## src/rtl/jk_exc_pkg.sv

```systemverilog
`default_nettype none
// ============================================================================
// jk_exc_pkg
//   Shared types and the JK excitation function for jk_exc_seq.
//   Build option: JK_EXC_TOGGLE_EN selects toggle (J=K=T^Q) don't-care fill.
//   Revision: 1.0
// ============================================================================
package jk_exc_pkg;

    typedef enum logic [1:0] {
        ST_IDLE  = 2'd0,
        ST_APPLY = 2'd1,
        ST_CHECK = 2'd2
    } state_t;

    // Returns {J, K} that moves one JK flip-flop from q to t.
    function automatic logic [1:0] jk_excite(input logic q, input logic t);
`ifdef JK_EXC_TOGGLE_EN
        return {q ^ t, q ^ t};
`else
        return {~q & t, q & ~t};
`endif
    endfunction

endpackage : jk_exc_pkg
`default_nettype wire

```

## src/rtl/jk_exc_fifo.sv

```systemverilog
`default_nettype none
// ============================================================================
// jk_exc_fifo
//   Synchronous target FIFO with full/empty flags and an occupancy counter.
//   Revision: 1.0
// ============================================================================
module jk_exc_fifo #(
    parameter int WIDTH = 4,
    parameter int DEPTH = 4
) (
    input  logic             clk,
    input  logic             rst,
    input  logic             push,
    input  logic [WIDTH-1:0] push_data,
    input  logic             pop,
    output logic [WIDTH-1:0] pop_data,
    output logic             full,
    output logic             empty
);

    localparam int AW = $clog2(DEPTH);
    localparam int CW = AW + 1;

    logic [WIDTH-1:0] r_mem [DEPTH];
    logic [AW-1:0]    r_wr_ptr;
    logic [AW-1:0]    r_rd_ptr;
    logic [CW-1:0]    r_count;
    logic             w_do_push;
    logic             w_do_pop;

    assign full      = (r_count == CW'(DEPTH));
    assign empty     = (r_count == '0);
    assign w_do_push = push && !full;
    assign w_do_pop  = pop && !empty;
    assign pop_data  = r_mem[r_rd_ptr];

    // DEPTH is a power of two, so pointer overflow is the modulo wrap.
    always_ff @(posedge clk) begin
        if (rst) begin
            r_wr_ptr <= '0;
            r_rd_ptr <= '0;
            r_count  <= '0;
        end else begin
            if (w_do_push) begin
                r_wr_ptr <= r_wr_ptr + 1'b1;
            end
            if (w_do_pop) begin
                r_rd_ptr <= r_rd_ptr + 1'b1;
            end
            case ({w_do_push, w_do_pop})
                2'b10:   r_count <= r_count + 1'b1;
                2'b01:   r_count <= r_count - 1'b1;
                default: r_count <= r_count;
            endcase
        end
    end

    always_ff @(posedge clk) begin
        if (w_do_push) begin
            r_mem[r_wr_ptr] <= push_data;
        end
    end

endmodule : jk_exc_fifo
`default_nettype wire

```

## src/rtl/jk_exc_seq.sv

```systemverilog
`default_nettype none
// ============================================================================
// jk_exc_seq
//   Excitation sequencer for a JK flip-flop bank: queues target words, drives
//   J/K to reach each target, strobes the bank and checks the returned Q.
//   Build option: JK_EXC_TOGGLE_EN (toggle encoding; default set/reset).
//   Revision: 1.0
// ============================================================================
module jk_exc_seq
    import jk_exc_pkg::*;
#(
    parameter int WIDTH = 4,
    parameter int DEPTH = 4
) (
    input  logic             clk,
    input  logic             rst,
    input  logic             tgt_valid,
    output logic             tgt_ready,
    input  logic [WIDTH-1:0] tgt_data,
    output logic [WIDTH-1:0] j_out,
    output logic [WIDTH-1:0] k_out,
    output logic             apply,
    input  logic [WIDTH-1:0] q_fb,
    output logic [WIDTH-1:0] q_model,
    output logic             busy,
    output logic             err
);

    state_t           r_state;
    state_t           w_next_state;

    logic             w_full;
    logic             w_empty;
    logic [WIDTH-1:0] w_head;
    logic             w_pop;

    logic [WIDTH-1:0] w_j_d;
    logic [WIDTH-1:0] w_k_d;
    logic [1:0]       w_jk_bit;

    logic [WIDTH-1:0] r_j;
    logic [WIDTH-1:0] r_k;
    logic             r_apply;
    logic [WIDTH-1:0] r_tgt;
    logic [WIDTH-1:0] r_q_model;
    logic             r_err;

    jk_exc_fifo #(
        .WIDTH (WIDTH),
        .DEPTH (DEPTH)
    ) u_fifo (
        .clk       (clk),
        .rst       (rst),
        .push      (tgt_valid),
        .push_data (tgt_data),
        .pop       (w_pop),
        .pop_data  (w_head),
        .full      (w_full),
        .empty     (w_empty)
    );

    always_ff @(posedge clk) begin
        if (rst) begin
            r_state <= ST_IDLE;
        end else begin
            r_state <= w_next_state;
        end
    end

    always_comb begin
        w_next_state = r_state;
        case (r_state)
            ST_IDLE:  w_next_state = w_empty ? ST_IDLE : ST_APPLY;
            ST_APPLY: w_next_state = ST_CHECK;
            ST_CHECK: w_next_state = w_empty ? ST_IDLE : ST_APPLY;
            default:  w_next_state = ST_IDLE;
        endcase
    end

    // Excitation is computed from the model while the next target is popped,
    // so it is already registered on the bank inputs during APPLY.
    always_comb begin
        w_pop    = 1'b0;
        w_j_d    = '0;
        w_k_d    = '0;
        w_jk_bit = 2'b00;
        if ((r_state == ST_IDLE || r_state == ST_CHECK) && !w_empty) begin
            w_pop = 1'b1;
            for (int i = 0; i < WIDTH; i++) begin
                w_jk_bit = jk_excite(r_q_model[i], w_head[i]);
                w_j_d[i] = w_jk_bit[1];
                w_k_d[i] = w_jk_bit[0];
            end
        end
    end

    always_ff @(posedge clk) begin
        if (rst) begin
            r_j       <= '0;
            r_k       <= '0;
            r_apply   <= 1'b0;
            r_tgt     <= '0;
            r_q_model <= '0;
            r_err     <= 1'b0;
        end else begin
            r_j     <= w_j_d;
            r_k     <= w_k_d;
            r_apply <= w_pop;
            if (w_pop) begin
                r_tgt <= w_head;
            end
            if (r_state == ST_APPLY) begin
                r_q_model <= r_tgt;
            end
            if (r_state == ST_CHECK && q_fb != r_q_model) begin
                r_err <= 1'b1;
            end
        end
    end

    assign j_out     = r_j;
    assign k_out     = r_k;
    assign apply     = r_apply;
    assign q_model   = r_q_model;
    assign err       = r_err;
    assign tgt_ready = !w_full;
    assign busy      = (r_state != ST_IDLE) || !w_empty;

endmodule : jk_exc_seq
`default_nettype wire

```

## config.mk

```make
export PLATFORM = sky130hd
export DESIGN_NAME = jk_exc_seq
export DESIGN_NICKNAME = d
export VERILOG_FILES = /design/src/rtl/jk_exc_pkg.sv /design/src/rtl/jk_exc_fifo.sv /design/src/rtl/jk_exc_seq.sv
export SDC_FILE = /design/constraint.sdc
export NUM_CORES = 1
export LEC_CHECK = 0
export BUFFER_PORTS_ARGS = -buffer_cell sky130_fd_sc_hd__buf_4
export CORE_AREA = 10 10 57 82
export DETAILED_ROUTE_END_ITERATION = 7
export DIE_AREA = 0 0 67 92
export PLACE_DENSITY = 0.83
export REMOVE_ABC_BUFFERS = 1
export SYNTH_ARGS = -nofsm -noshare
export SYNTH_HDL_FRONTEND = slang
export SYNTH_SLANG_ARGS = --single-unit
```

## constraint.sdc

```tcl
create_clock -name clk -period 2.85 [get_ports clk]
set_clock_uncertainty 0.15 [all_clocks]
set_input_delay 0.285 -clock clk [delete_from_list [all_inputs] [get_ports clk]]
set_output_delay 0.285 -clock clk [all_outputs]
set_load 0.005 [all_outputs]
```

==> metrics <==
RSZ-0062 raised after global routing=false; post-synthesis adder-cell area fraction=approximately 4.8%; synth-to-layout area growth=19.1%; CTS tree=yes; Critical Path End Type=register; largest net degree at the start of global routing=20; Buf/Inv on CP=0; final hold vios=0; mux share of post-synthesis cell area=8.54%; critical path peak fanout=10; max-cap check violation count=0; Worst EP required=between 2 and 3 ns; CTS Buf Count=5; Final ANT Viol Nets=0; syn_area_per_cell=around 13 um^2; crit path time final=2.33 ns; Final nets=180; Cell variety after synth=32; first-pass GRT wire length=5.39 mm; final cell count without fillers=206; worst IR drop on VDD=619 uV; drt pass-1 iters=4; Crit path depth=7; setup TNS=0 ns; row count=26; Clock transition at path regs=0.08 ns; mapped cell area=1730 um^2; post-synthesis simple-gate area fraction=12.5%; Clock Tree Buf Depth=2; R2R cell count=7; Worst path max stage delay=around 0.44 ns; Lkg Pwr=0.806 nW; Design Power=1.92 mW; Starting DRT DRC Count=29; Antenna diodes=0; Vias=1,122; GPL Wtd Cong=0.767; Met1 Wirelength=1.21 mm; area leader, netlist=dfxtp_1; initial antenna violation count=0; area share of the largest cell type after synthesis=approximately 32%; Synth Area in Compound Gates=7.53%; Residual DRC=0; Relative slew margins=~70%; chip width=67 um; CP startpoint kind=register; Via density=5.45; Crit path max-delay family=simple AND/OR/NAND/NOR gates; vias in the first global route=1,179; xor and xnor fraction of the mapped netlist area=3.04%; Die ar.=6160 um^2; worst-path cell chain=or3b_1, nand2_1, ha_1, fa_1, xnor2_1, or3_1, a21oi_1; multi-input logic area=628 um^2; Post-DP HPWL=2.52 mm; Yosys Warn Count=0; largest family of logic cells by synthesized area=simple AND/OR/NAND/NOR gates; hold_buf cts=0; chip height=92 um; CTS Root Cell=clkbuf_8; grt ovf=0; fraction of layout cells with a size suffix above 1=23.2%; worst slew pin tran=0.448 ns; placed cell count=198; Filler cells=260; Crit Path Class=reg -> reg; worst hold path depth=1; largest cells by area after synthesis=dfxtp_1 (32%), edfxtp_1 (28%), ha_1 (3.6%); H-tree levels=2; Final Cycle Share=81.9%; PostCTS Resize Cnt=0; uppermost layer routed=met4; Max Clk Rate=~430 MHz; Starting Density=a little over half; clk_lat worst skew=0.30 ns; Crit-path slowest cell=fa_1; Post-Route WL=3.29 mm; final setup violating endpoints=0; final slew viol count=0; CTS sink cnt=44; Core Area=3290 um^2; Setup Fix Bufs, Post-CTS=0; Hold WC Path Type=in -> reg; IO Pins=27; Avg WL per Cell=16.0 um; met2 wire len=1.72 mm; CP Data Arrival Time=2.41 ns; Power Density=931 nW/um^2; status=completed; Yosys reg bits=44; all-layer global routing usage=11.3%; port bufs=26; register area share after synthesis=60.2%; metal3 WL=about 300 um; register area=1040 um^2; Syn Inst Count=~140
## routing by layer
metal  vias up  GRT usage [%]
met3         8           5.60
met4         0           6.70
met5         -              0
met1       523           10.2
li1        542              -
met2        49           19.3
## layout make-up
cell class,count,area share [%]
flip-flops and latches,44,50.6
inverters,6,1.09
repair buffers,27,9.85
clock buffers,5,3.34
multi-input cells,79,30.5
clock inverters,3,2.07
well taps,42,2.55
## path summary, 6_finish.rpt
kind / slack, ns / end / startpoint
hold reg to reg: 0.33 / err / err
setup / recovery: 0.52 / u_fifo.r_count[2] / u_fifo.r_count[0]
hold / removal: 0.03 / u_fifo.r_mem[1][1] / tgt_data[1]
setup reg to reg: 0.52 / u_fifo.r_count[2] / u_fifo.r_count[0]
## placed cells by master, fill, tap and decap left out, types with 2 or more instances in the layout
master	synthesis	layout
a21o_1	2	2
a21oi_1	9	9
and3_1	4	4
buf_4	0	27
clkbuf_8	0	5
dfxtp_1	28	28
edfxtp_1	16	16
ha_1	5	5
inv_1	6	6
mux2i_1	5	5
mux4_1	2	2
mux4_2	2	2
nand3_1	6	6
nor2_1	8	8
nor3_1	2	2
nor3b_1	8	8
o21ai_0	6	6
or3_1	4	4
xnor2_1	5	5
## registers in the layout, indices dropped and copies added, names as in the netlist, 2 cells and up, named ones only
signal	count
u_fifo.r_count	3
q_model	4
u_fifo.r_mem	16
u_fifo.r_wr_ptr	2
j_out	4
r_tgt	4
u_fifo.r_rd_ptr	2
k_out	4
## cells by family (layout without fill, tap and decap cells)
logic type / after synthesis / after routing
xor+xnor: 6 / 6
mux: 9 / 9
fa+ha+maj: 6 / 6
compound gates: 21 / 21
buf+inv: 13 / 41
simple gates: 37 / 37
flops: 44 / 44
## Yosys cell counts
cell / number
edfxtp_1: 16
xor2_1: 1
nand3_1: 6
fa_1: 1
nor2b_1: 1
nor3b_1: 8
a21o_1: 2
xnor2_1: 5
nor3_1: 2
o21a_1: 1
clkbuf_1: 2
nand2b_1: 1
a21oi_1: 9
ha_1: 5
nand3_2: 1
mux4_2: 2
inv_1: 6
buf_6: 1
nand2_1: 1
a311oi_2: 1
dfxtp_1: 28
a41oi_1: 1
buf_2: 2
and3_1: 4
or3_1: 4
o21ai_0: 6
a31o_1: 1
or3b_1: 1
buf_1: 2
mux4_1: 2
nor2_1: 8
mux2i_1: 5
## stage by stage
stage | hold WS, ns | cell area, um^2 | utilization, % | worst slack (ns)
6_report | 0.0318 | 2060 | 62.6 | 0.517
3_5_place_dp | 0.315 | 1950 | 59.3 | 0.551
4_1_cts | 0.0230 | 2060 | 62.6 | 0.515
5_1_grt | 0.0176 | 2060 | 62.6 | 0.347
2_1_floorplan | 0.204 | 1690 | - | 0.610
3_3_place_gp | 0.300 | 1950 | 59.3 | 0.643
## power breakdown
group	total [mW]	internal, mW	switching [mW]
Clock	0.465	0.259	0.206
Sequential	0.865	0.771	0.0937
Combinational	0.585	0.287	0.298
Total	1.92	1.32	0.598
Note: power is estimated with default switching activity, not from simulation.
